**src/rtl/piso_tx_scheduler_pkg.sv**
```systemverilog
// Shared types and helpers for the two-requester serial transmit scheduler.
package piso_tx_scheduler_pkg;

  // Two-state frame sequencer: waiting for a word, or shifting one out.
  typedef enum logic {
    ST_IDLE  = 1'b0,
    ST_SHIFT = 1'b1
  } state_t;

  localparam int NUM_REQ = 2;

  // Round-robin pick between two requesters. The result is only meaningful
  // when at least one valid bit is set; with both set, the requester that
  // did not win last time goes next.
  function automatic logic arb_pick(input logic [NUM_REQ-1:0] valid,
                                    input logic               last_grant);
    logic pick;
    case (valid)
      2'b01:   pick = 1'b0;
      2'b10:   pick = 1'b1;
      2'b11:   pick = ~last_grant;
      default: pick = 1'b0;
    endcase
    return pick;
  endfunction

endpackage

```
**src/rtl/piso_shifter.sv**
```systemverilog
// Parallel-load, MSB-first shift register. A load takes priority over a
// shift in the same cycle; zeros fill in from the LSB end.
module piso_shifter
  import piso_tx_scheduler_pkg::*;
#(
  parameter int WIDTH = 4
) (
  input  logic             clk,
  input  logic             rst,
  input  logic             load,
  input  logic             shift_en,
  input  logic [WIDTH-1:0] d,
  output logic             q_msb
);

  logic [WIDTH-1:0] q;

  // Shift register: synchronous active-low clear, load over shift.
  always_ff @(posedge clk) begin
    if (!rst) begin
      q <= '0;
    end else if (load) begin
      q <= d;
    end else if (shift_en) begin
      q <= {q[WIDTH-2:0], 1'b0};
    end
  end

  assign q_msb = q[WIDTH-1];

endmodule

```
**src/rtl/piso_tx_scheduler.sv**
```systemverilog
// Shares one parallel-in/serial-out shifter between two word producers.
// A round-robin arbiter accepts one word at a time while idle, then the
// FSM shifts it out MSB-first with start/end strobes on the first/last bit.
//
// state    | meaning
// ---------+--------------------------------------------------------------
// ST_IDLE  | no frame on the wire; arbiter offers ready to one requester
// ST_SHIFT | frame in progress; one bit per cycle, count = bit index
module piso_tx_scheduler
  import piso_tx_scheduler_pkg::*;
#(
  parameter int WIDTH = 4
) (
  input  logic               clk,
  input  logic               rst,
  input  logic [NUM_REQ-1:0] req_valid,
  input  logic [WIDTH-1:0]   req_data0,
  input  logic [WIDTH-1:0]   req_data1,
  output logic [NUM_REQ-1:0] req_ready,
  output logic               serial_out,
  output logic               bit_valid,
  output logic               frame_start,
  output logic               frame_end,
  output logic               grant_id,
  output logic               busy
);

  localparam int CW = $clog2(WIDTH);
  localparam logic [CW-1:0] LAST_BIT = CW'(WIDTH - 1);

  state_t           state;
  state_t           state_next;
  logic [CW-1:0]    count;
  logic             last_grant;
  logic             grant;
  logic             load;
  logic             shift_en;
  logic             q_msb;
  logic [WIDTH-1:0] load_data;

  // The granted word is muxed straight into the shifter's parallel input.
  assign load_data = grant ? req_data1 : req_data0;

  piso_shifter #(
    .WIDTH(WIDTH)
  ) u_shifter (
    .clk     (clk),
    .rst     (rst),
    .load    (load),
    .shift_en(shift_en),
    .d       (load_data),
    .q_msb   (q_msb)
  );

  // State register; reset aborts any frame in flight.
  always_ff @(posedge clk) begin
    if (!rst) begin
      state <= ST_IDLE;
    end else begin
      state <= state_next;
    end
  end

  // Next state, arbitration and frame strobes. Ready is offered only while
  // idle, so the transfer edge is simply "idle with any valid".
  always_comb begin
    state_next  = state;
    grant       = 1'b0;
    req_ready   = '0;
    load        = 1'b0;
    shift_en    = 1'b0;
    serial_out  = 1'b0;
    bit_valid   = 1'b0;
    frame_start = 1'b0;
    frame_end   = 1'b0;
    busy        = 1'b0;
    case (state)
      ST_IDLE: begin
        if (|req_valid) begin
          grant            = arb_pick(req_valid, last_grant);
          req_ready[grant] = 1'b1;
          load             = 1'b1;
          state_next       = ST_SHIFT;
        end
      end
      ST_SHIFT: begin
        busy        = 1'b1;
        bit_valid   = 1'b1;
        serial_out  = q_msb;
        shift_en    = 1'b1;
        frame_start = (count == '0);
        frame_end   = (count == LAST_BIT);
        if (count == LAST_BIT) begin
          state_next = ST_IDLE;
        end
      end
      default: begin
        state_next = ST_IDLE;
      end
    endcase
  end

  // Bit counter and grant bookkeeping. last_grant resets to 1 so the first
  // contended arbitration after reset favours requester 0. The counter
  // saturates at the last bit index and is cleared on the next load.
  always_ff @(posedge clk) begin
    if (!rst) begin
      count      <= '0;
      last_grant <= 1'b1;
      grant_id   <= 1'b0;
    end else if (load) begin
      count      <= '0;
      last_grant <= grant;
      grant_id   <= grant;
    end else if (shift_en && (count != LAST_BIT)) begin
      count <= count + 1'b1;
    end
  end

endmodule

```
**config.mk**
```make
export PLATFORM = sky130hd
export DESIGN_NAME = piso_tx_scheduler
export DESIGN_NICKNAME = d
export VERILOG_FILES = /design/src/rtl/piso_tx_scheduler_pkg.sv /design/src/rtl/piso_shifter.sv /design/src/rtl/piso_tx_scheduler.sv
export SDC_FILE = /design/constraint.sdc
export NUM_CORES = 1
export LEC_CHECK = 0
export CAP_MARGIN = 20
export CORE_MARGIN = 5
export CORE_UTILIZATION = 40
export DETAILED_ROUTE_END_ITERATION = 6
export DONT_BUFFER_PORTS = 1
export SETUP_SLACK_MARGIN = 0.5
export SYNTH_ARGS = -nofsm -noshare
export SYNTH_HDL_FRONTEND = slang
export SYNTH_SLANG_ARGS = --single-unit
export TNS_END_PERCENT = 20
```
**constraint.sdc**
```tcl
create_clock -name clk -period 1.6 [get_ports clk]
set_clock_uncertainty 0.2 [all_clocks]
set_input_delay 0.32 -clock clk [delete_from_list [all_inputs] [get_ports clk]]
set_output_delay 0.32 -clock clk [all_outputs]
set_load 0.01 [all_outputs]
```
[Word level (Yosys, flattened, before mapping)]
Index checks and enable logic that the tools add are counted.
Operators by class
  add/subtract/negate cells: 1
  order comparisons: 2
  eq/ne operators: 4
  muxes and demuxes: 20
  bitwise operators: 3
  reduce and logical (&&, ||, !) cells: 6
Operators with widths (count)
  $mux 1: 12
  $mux 4: 3
  $eq 2x2->1 const B: 3
  $mux 2: 2
  $pmux 1 s2: 2
  $reduce_or 2->1: 2
  $not 1->1: 3
  $add 2x1->2 const B: 1
  $logic_and 1x1->1: 2
  $logic_not 2->1: 1
  $lt 1x2->1 const B: 1
  $ne 2x2->1 const B: 1
  $reduce_bool 2->1: 1
  $demux 1 s1: 1
  $ge 1x1->1 const B: 1
Word-level totals
  flip-flop bits (word level): 9
  bits of input ports: 12
  output and inout port bits: 8
  logic and storage cells: 41

[Longest topological paths before layout]
Gate-level depths: netlist of run 1.
  word-level depth: 10
  depth in mapped cells: 4
  mapped depth without buffers: 4

[Cells and area by module]
Synthesis of run 1 repeated with hierarchy kept, for this count alone.
Second synthesis, totals
  cells, all modules: 52
  area, all modules: 515.5 sq um
By module, submodules not included
  piso_tx_scheduler: times used 1, cells each 36, area each 329.1 sq um, sequential area each 100.1 sq um
  piso_shifter: times used 1, cells each 16, area each 186.4 sq um, sequential area each 80.1 sq um

[Least setup slack after synthesis of run 1]
OpenSTA, ideal clock, no wires.
  path kind: reg2out
  start point: reg last_grant
  end point: out req_ready[1]
  arrival time: 0.810 ns
  data required time: 1.080 ns
  setup slack: 0.270 ns
  cell stages (with the launch flop): 4
  path buffers: 1
  cell sequence: dfxtp_1 -> and2_1 -> nor2_1 -> buf_4
Between the ends
  word-level cells in the longest chain between the ends: 10
  elaborated cells on any way between the ends: 11
  those cells by class: order compare (2); mux (7); bitwise (1); reduce/logical (1)
RTL lines
  start: declaration: RTL line piso_tx_scheduler.sv:34  | logic last_grant;
  start signal: assignment: RTL line piso_tx_scheduler.sv:113  | last_grant <= grant;
  $not 1->1 (*): RTL line piso_tx_scheduler_pkg.sv:21  | 2'b11: pick = ~last_grant;
  $pmux 1 s2 (*): RTL line piso_tx_scheduler_pkg.sv:18  | case (valid)
  $mux 1 (*): RTL line piso_tx_scheduler.sv:79  | if (|req_valid) begin
  $mux 1 (*): RTL line piso_tx_scheduler.sv:77  | case (state)
  $lt 1x2->1 (implied by the code) / $ge 1x1->1 (equally long branches): RTL line piso_tx_scheduler.sv:81  | req_ready[grant] = 1'b1;
  $logic_and 1x1->1 (implied by the code): RTL line piso_tx_scheduler.sv:81
  $mux 1 (implied by the code): RTL line piso_tx_scheduler.sv:81
  $demux 1 s1 (*): RTL line piso_tx_scheduler.sv:81
  $mux 2 (*): RTL line piso_tx_scheduler.sv:79
  $mux 2 (*): RTL line piso_tx_scheduler.sv:77
  end: declaration: RTL line piso_tx_scheduler.sv:19  | output logic [NUM_REQ-1:0] req_ready,
Every way passes the cells marked *; elsewhere a longest branch is shown, timed or not. The select of a mux whose other input is x is not followed.

[Final worst setup path of run 1]
  start point: reg count[1]
  end point: out frame_start
Between the ends
  word-level cells in the longest chain between the ends: 2
RTL lines
  start: declaration: RTL line piso_tx_scheduler.sv:33  | logic [CW-1:0] count;
  start signal: assignment: RTL line piso_tx_scheduler.sv:116  | count <= count + 1'b1;
  $logic_not 2->1: RTL line piso_tx_scheduler.sv:91  | frame_start = (count == '0);
  $mux 1: RTL line piso_tx_scheduler.sv:77
  end: declaration: RTL line piso_tx_scheduler.sv:22  | output logic frame_start,
No other way between the ends.

==> out/summary.txt, run 1 <==
Initial Util: 41.9%
Hold Startpoint: rst
Comb pwr share: 18.5%
top-area cell type share of the netlist area: 33.5%
total global routing overflow: 0
number of port buffers: 0
Top-Level Pins: 20
initial antenna violation count: 0
CTS buffer count: 3
DRT Pass-1 Iters: 4
largest net degree at the start of global routing: 13
number of global-route vias before repair: 459
Final Hold Vio Count: 0
Clock Latency Late Sink: 0.26 ns
via count: 448
clock power share: 32.5%
CP Launch Type: register
post-synthesis cell type count: 24
reg2reg end: count[0]
NetSw: 0.000138 W
Hold WS: 0.0266 ns
outcome: completed
CP endpoint kind: output pin
Iter 0 DRT Violations: 8
worst vdd ir: 343 uV
overall routing resource usage: 13.7%
hold path depth: 2
Power Dens Cells: 842 nW/um2
Max Freq: 676 MHz
sequential cell area fraction in the yosys report: 33.5%
R2R Setup Slk: 0.33 ns
Rel. slew slack: 79.6%
Place WS: 0.288 ns
HPWL Detailed: 881 um
asr flop ratio synth: 0%
Avg Inst Size Synth: 8.15 um2
core area: 1280 um2
Root Driver: clkbuf_4
Vias/cell: 5.40
synth top area cells: dfxtp_1, and2_1, o221a_1
first-pass GRT wire length: 1.96 mm
die area: 2180 um2
cell-internal power: 0.000389 W
minimum clock period: 1.48 ns
Diodes inserted: 0
Syn. warnings: 0
PnR worst setup slack: 0.121 ns
placed cells: 76
crit share post-route: 92.4%
max-cap violation count: 0
H-tree Lvls: 1
most frequent cell after synthesis: dfxtp_1
hold path endpoint: count[1]
CTS tree: done
Synth-to-Final Area Change: 16.3%
setup total negative slack: 0 ns
Final setup viols: 0
worst r2r src: count[0]
die extent in x: 46.7 um
Worst Tran Pin Value: 0.305 ns
most area-hungry cell type in the Yosys netlist: dfxtp_1
clock sink count: 9
Die Y: 46.7 um
Mapped Cells: 66
Synth top cells by count: dfxtp_1, nand2_1, and2_1
Hold WC Path Type: input port to register
RePlAce Congestion: 0.705
Seq cells post-synth: 9
Post-synth EDFFs: 0
Primary FF master, synth: dfxtp_1
worst r2r path cells: 4
sequential power share: 49.0%
max-slew violations: 0
CTS clk-pin slew, worst paths: 0.06 ns
Post-layout nets: 83
Crit Path Max Fanout: 3
DRC: 0
final WL: 1.25 mm
Switching Fraction: 26.2%
kind of critical path: register to output pin
num rows: 13
CTS max path bufs: 2
Synth Cell Area: 538 um2
unrepaired setup endpoints after global routing: yes
Worst EP required: 1.08 ns
remaining antenna violation count: 0
Synth Net Count: 80
crit path DAT: 0.96 ns
Final Core Density: 48.7%
drt wl/cell: 15.1 um
share of cells above drive strength 1: 27.9%
Non-Filler Instances: 83
Leak: 0.253 nW
## area by class of cell
type / count / area [um2]
fill: 137 / 659
multi-input combinational: 48 / 354
sequential: 9 / 190
clock buffer: 4 / 26.3
timing repair buffer: 3 / 21.3
tap: 15 / 18.8
inverter: 4 / 15.0
## registers in the layout, summed over array words and instances, names as in the netlist
signal / count
u_shifter.q: 4
count: 2
last_grant: 1
state: 1
grant_id: 1
## through the flow
step / power [W] / cell area, um2
2_1_floorplan: 0.000346 / 562
3_3_place_gp: 0.000344 / 546
3_5_place_dp: 0.000345 / 546
4_1_cts: 0.000542 / 623
5_1_grt: 0.000562 / 626
6_report: 0.000527 / 626
## cell families (layout without fill, tap and decap cells)
kind of cell | Yosys count | in the layout | share of synthesized area (%)
AO/OA/AOI/OAI | 16 | 16 | 20.2
adder cells (fa/ha/maj) | 2 | 2 | 4.65
buffers and inverters | 9 | 11 | 9.30
flip-flops | 9 | 9 | 33.5
multiplexers | 3 | 3 | 5.58
AND/OR/NAND/NOR | 27 | 27 | 26.7
## critical path, cell delays in order (launching register included)
cell,delay (ns)
dfxtp_2,0.35
inv_2,0.03
ha_2,0.16
and2_4,0.16
## worst max path at each step
stage	start	to	slack [ns]	depth (start not counted)
global route	count[1]	frame_start	0.07	3
floorplan	state	req_ready[1]	0.36	3
detailed placement	count[0]	count[0]	0.29	4
CTS	count[1]	frame_start	0.10	3
global placement	count[1]	count[0]	0.32	4
finish	count[1]	frame_start	0.12	3
## what timing repair did
action,CTS,global route
setup buffers,2,0
hold buffers,1,0
setup endpoints to repair,16,17
hold endpoints to repair,8,0
gates cloned,0,0
pin swaps,2,0
gates resized for setup,10,1
## cell usage in the layout, fill, tap and decap left out, types with 2 or more instances in the layout
cell | synthesis | layout
o221a_1 | 3 | 3
o21ai_0 | 3 | 3
nand3_1 | 4 | 4
dfxtp_4 | 0 | 2
dfxtp_2 | 0 | 2
inv_2 | 0 | 2
and2_4 | 0 | 3
clkbuf_4 | 0 | 3
nor2b_1 | 2 | 2
nand2b_4 | 0 | 2
mux2i_1 | 3 | 3
and2_1 | 6 | 3
nand2_1 | 8 | 8
ha_2 | 0 | 2
dfxtp_1 | 9 | 5
inv_1 | 4 | 2
o22ai_1 | 2 | 2
a21oi_1 | 4 | 3
## power groups by stage
stage	registers [W]	clock network (W)	logic, W
6_report	0.000258	0.000171	0.0000975
5_1_grt	0.000260	0.000192	0.000109
4_1_cts	0.000259	0.000185	0.0000986
3_5_place_dp	0.000266	0	0.0000794
3_3_place_gp	0.000265	0	0.0000790
2_1_floorplan	0.000259	0	0.0000868
## per-layer routing
| metal | GRT usage [%] | share of wire [%] |
|---|---|---|
| met1 | 15.4 | 42 |
| met2 | 20.9 | 48 |
| met3 | 6.25 | 9.2 |
| met4 | 8.29 | 0.72 |
| met5 | 0 | 0 |
(Power assumes the default switching activity.)
==> run 2: changes to the inputs <==
CORE_AREA = 5 5 42 44   (was default)
CORE_MARGIN = default   (was 5)
CORE_UTILIZATION = default   (was 40)
DIE_AREA = 0 0 47 49   (was default)
SYNTH_HIERARCHICAL = 1   (was default)
==> run 2 against run 1 <==
The flow now finishes with violations (setup timing). Count of clock-buffer cells in the layout unchanged. Sequential power hardly changed. Die area is 5.7% higher.
==> out/summary.txt, run 2 <==
Final Hold Vio Count: 0
Synth top cells by count: dfxtp_1, mux2_2, inv_1, nand2_1, o211a_1
most area-hungry cell type in the Yosys netlist: dfxtp_1
Vias/cell: 4.96
crit share post-route: 103%
Power Dens Cells: 834 nW/um2
Leak: 0.337 nW
cell area after layout: 741 um2
Largest Register: u_shifter/q
minimum clock period: 1.66 ns
Rel. slew slack: 84.2%
Synth Net Count: 66
crit path DAT: 1.61 ns
Largest register FFs: 4
Seq cells post-synth: 9
failing checks: setup timing
share of cells above drive strength 1: 50.7%
Mapped Cells: 52
Post-synth EDFFs: 0
die extent in x: 47 um
most frequent cell after synthesis: dfxtp_1
final WL: 1.09 mm
Diodes inserted: 0
Root Driver: clkbuf_4
HPWL Detailed: 800 um
RePlAce Congestion: 0.729
largest net degree at the start of global routing: 9
DRC: 0
Crit Path Max Fanout: 3
core area: 1400 um2
Worst Tran Pin Value: 0.237 ns
die area: 2300 um2
unrepaired setup endpoints after global routing: yes
sequential cell area fraction in the yosys report: 35.0%
outcome: complete, but fails checks
CTS buffer count: 3
CTS clk-pin slew, worst paths: 0.06 ns
Max Freq: 604 MHz
placed cells: 74
Worst EP required: 1.55 ns
commonest non-fill, non-tap cell in the layout: buf_4
Die Y: 49 um
Iter 0 DRT Violations: 0
Initial Util: 36.8%
Clock Latency Late Sink: 0.26 ns
asr flop ratio synth: 0%
Final Core Density: 52.9%
clock sink count: 9
post-synthesis cell type count: 21
Post-layout nets: 82
DRT Pass-1 Iters: 1
drt wl/cell: 13.1 um
worst vdd ir: 459 uV
max-slew violations: 0
Non-Filler Instances: 83
Tot Pwr: 0.000618 W
Synth Cell Area: 515 um2
synth top area cells: dfxtp_1, mux2_2, o211a_1
Fillers: 137
Final setup viols: 4
number of global-route vias before repair: 441
kind of critical path: register to register
first-pass GRT wire length: 1.82 mm
num rows: 14
Primary FF master, synth: dfxtp_1
Place WS: -0.0671 ns
Syn. warnings: 6
placed cell areas: 596 um2
Avg Inst Size Synth: 9.91 um2
largest registers: u_shifter/q: 4 flops, count: 2 flops
max-cap violation count: 0
total global routing overflow: 0
CTS max path bufs: 2
Top-Level Pins: 20
overall routing resource usage: 10.7%
most frequent cells in the layout: buf_4, dfxtp_1, mux2_2, nand2_1
remaining antenna violation count: 0
Synth-to-Final Area Change: 43.7%
CP Launch Type: register
Hold WC Path Type: input port to register
initial antenna violation count: 0
top-area cell type share of the netlist area: 35.0%
PnR worst setup slack: -0.0552 ns
via count: 412
CTS tree: done
number of port buffers: 0
CP endpoint kind: register
H-tree Lvls: 1
[run 2: changes by cell type after synthesis, moves of 2 or more]
cell | before | now
nor2b_1 | 2 | 0
o21ai_0 | 3 | 1
o22ai_1 | 2 | 0
nand2_1 | 8 | 5
o211a_1 | 0 | 4
nand2b_1 | 3 | 0
and2_1 | 6 | 3
o221a_1 | 3 | 0
nand3_1 | 4 | 0
mux2_2 | 0 | 7
or2b_1 | 0 | 3
a21oi_1 | 4 | 1
mux2i_1 | 3 | 0
[run 2: cells by family (layout without fill, tap and decap cells)]
group                    Yosys count  after routing  synth area share [%]
AND/OR/NAND/NOR                   15             15                  17.0
AO/OA/AOI/OAI                     11             11                  19.7
flip-flops                         9              9                  35.0
multiplexers                       7              7                  15.3
buffers and inverters              7             22                  6.55
adder cells (fa/ha/maj)            2              2                  4.85
XOR/XNOR                           1              1                  1.70
[run 2: repair_timing]
action                     4_1_cts  5_1_grt
setup endpoints to repair       17       17
pin swaps                        8        6
resized for setup               14        3
hold buffers                     2        0
hold endpoints to repair         5        0
buffers inserted                 2        0
gates cloned                     1        0
[run 2: final timing paths]
| kind | start | endpoint | slack (ns) | cells after the start |
|---|---|---|---|---|
| worst min-delay path | rst | u_shifter/q[3] | 0.007 | 1 |
| worst max-delay path | last_grant | u_shifter/q[2] | -0.06 | 5 |
| worst min register to register | grant_id | grant_id | 0.28 | 2 |
| worst max register to register | last_grant | u_shifter/q[2] | -0.06 | 5 |
[run 2: worst max-delay path: stages, from the launching register on]
cell,delay [ns]
dfxtp_2,0.33
a211oi_4,0.25
buf_6,0.16
mux2_4,0.29
or2b_1,0.22
o211a_1,0.10
[run 2: where the power goes]
group / internal, W / switching (W) / total [W]
Clock: 0.0000961 / 0.0000803 / 0.000176
Combinational: 0.000114 / 0.0000669 / 0.000181
Sequential: 0.000245 / 0.0000146 / 0.000260
[run 2: per-layer routing]
metal,track usage [%],share of wire (%),wire length [um]
met1,14.9,45,489
met3,2.95,7.6,83
met2,15.4,47,514
met5,0,0,0
met4,4.15,0,0
[run 2: through the flow]
step           TNS (ns)  hold slack, ns
2_1_floorplan    -0.238           0.207
3_5_place_dp     -0.215           0.216
6_report         -0.184         0.00674
4_1_cts          -0.121         0.00359
3_3_place_gp     -0.119           0.214
5_1_grt          -0.452         0.00636
[run 2: cell type report]
cell class                      count  area, um2  area share (%)
Multi-Input combinational cell     36        339            45.8
Tap cell                           16       20.0            2.70
Timing Repair Buffer               13        146            19.8
Sequential cell                     9        188            25.3
Clock buffer                        4       26.3            3.55
Inverter                            5       21.3            2.87
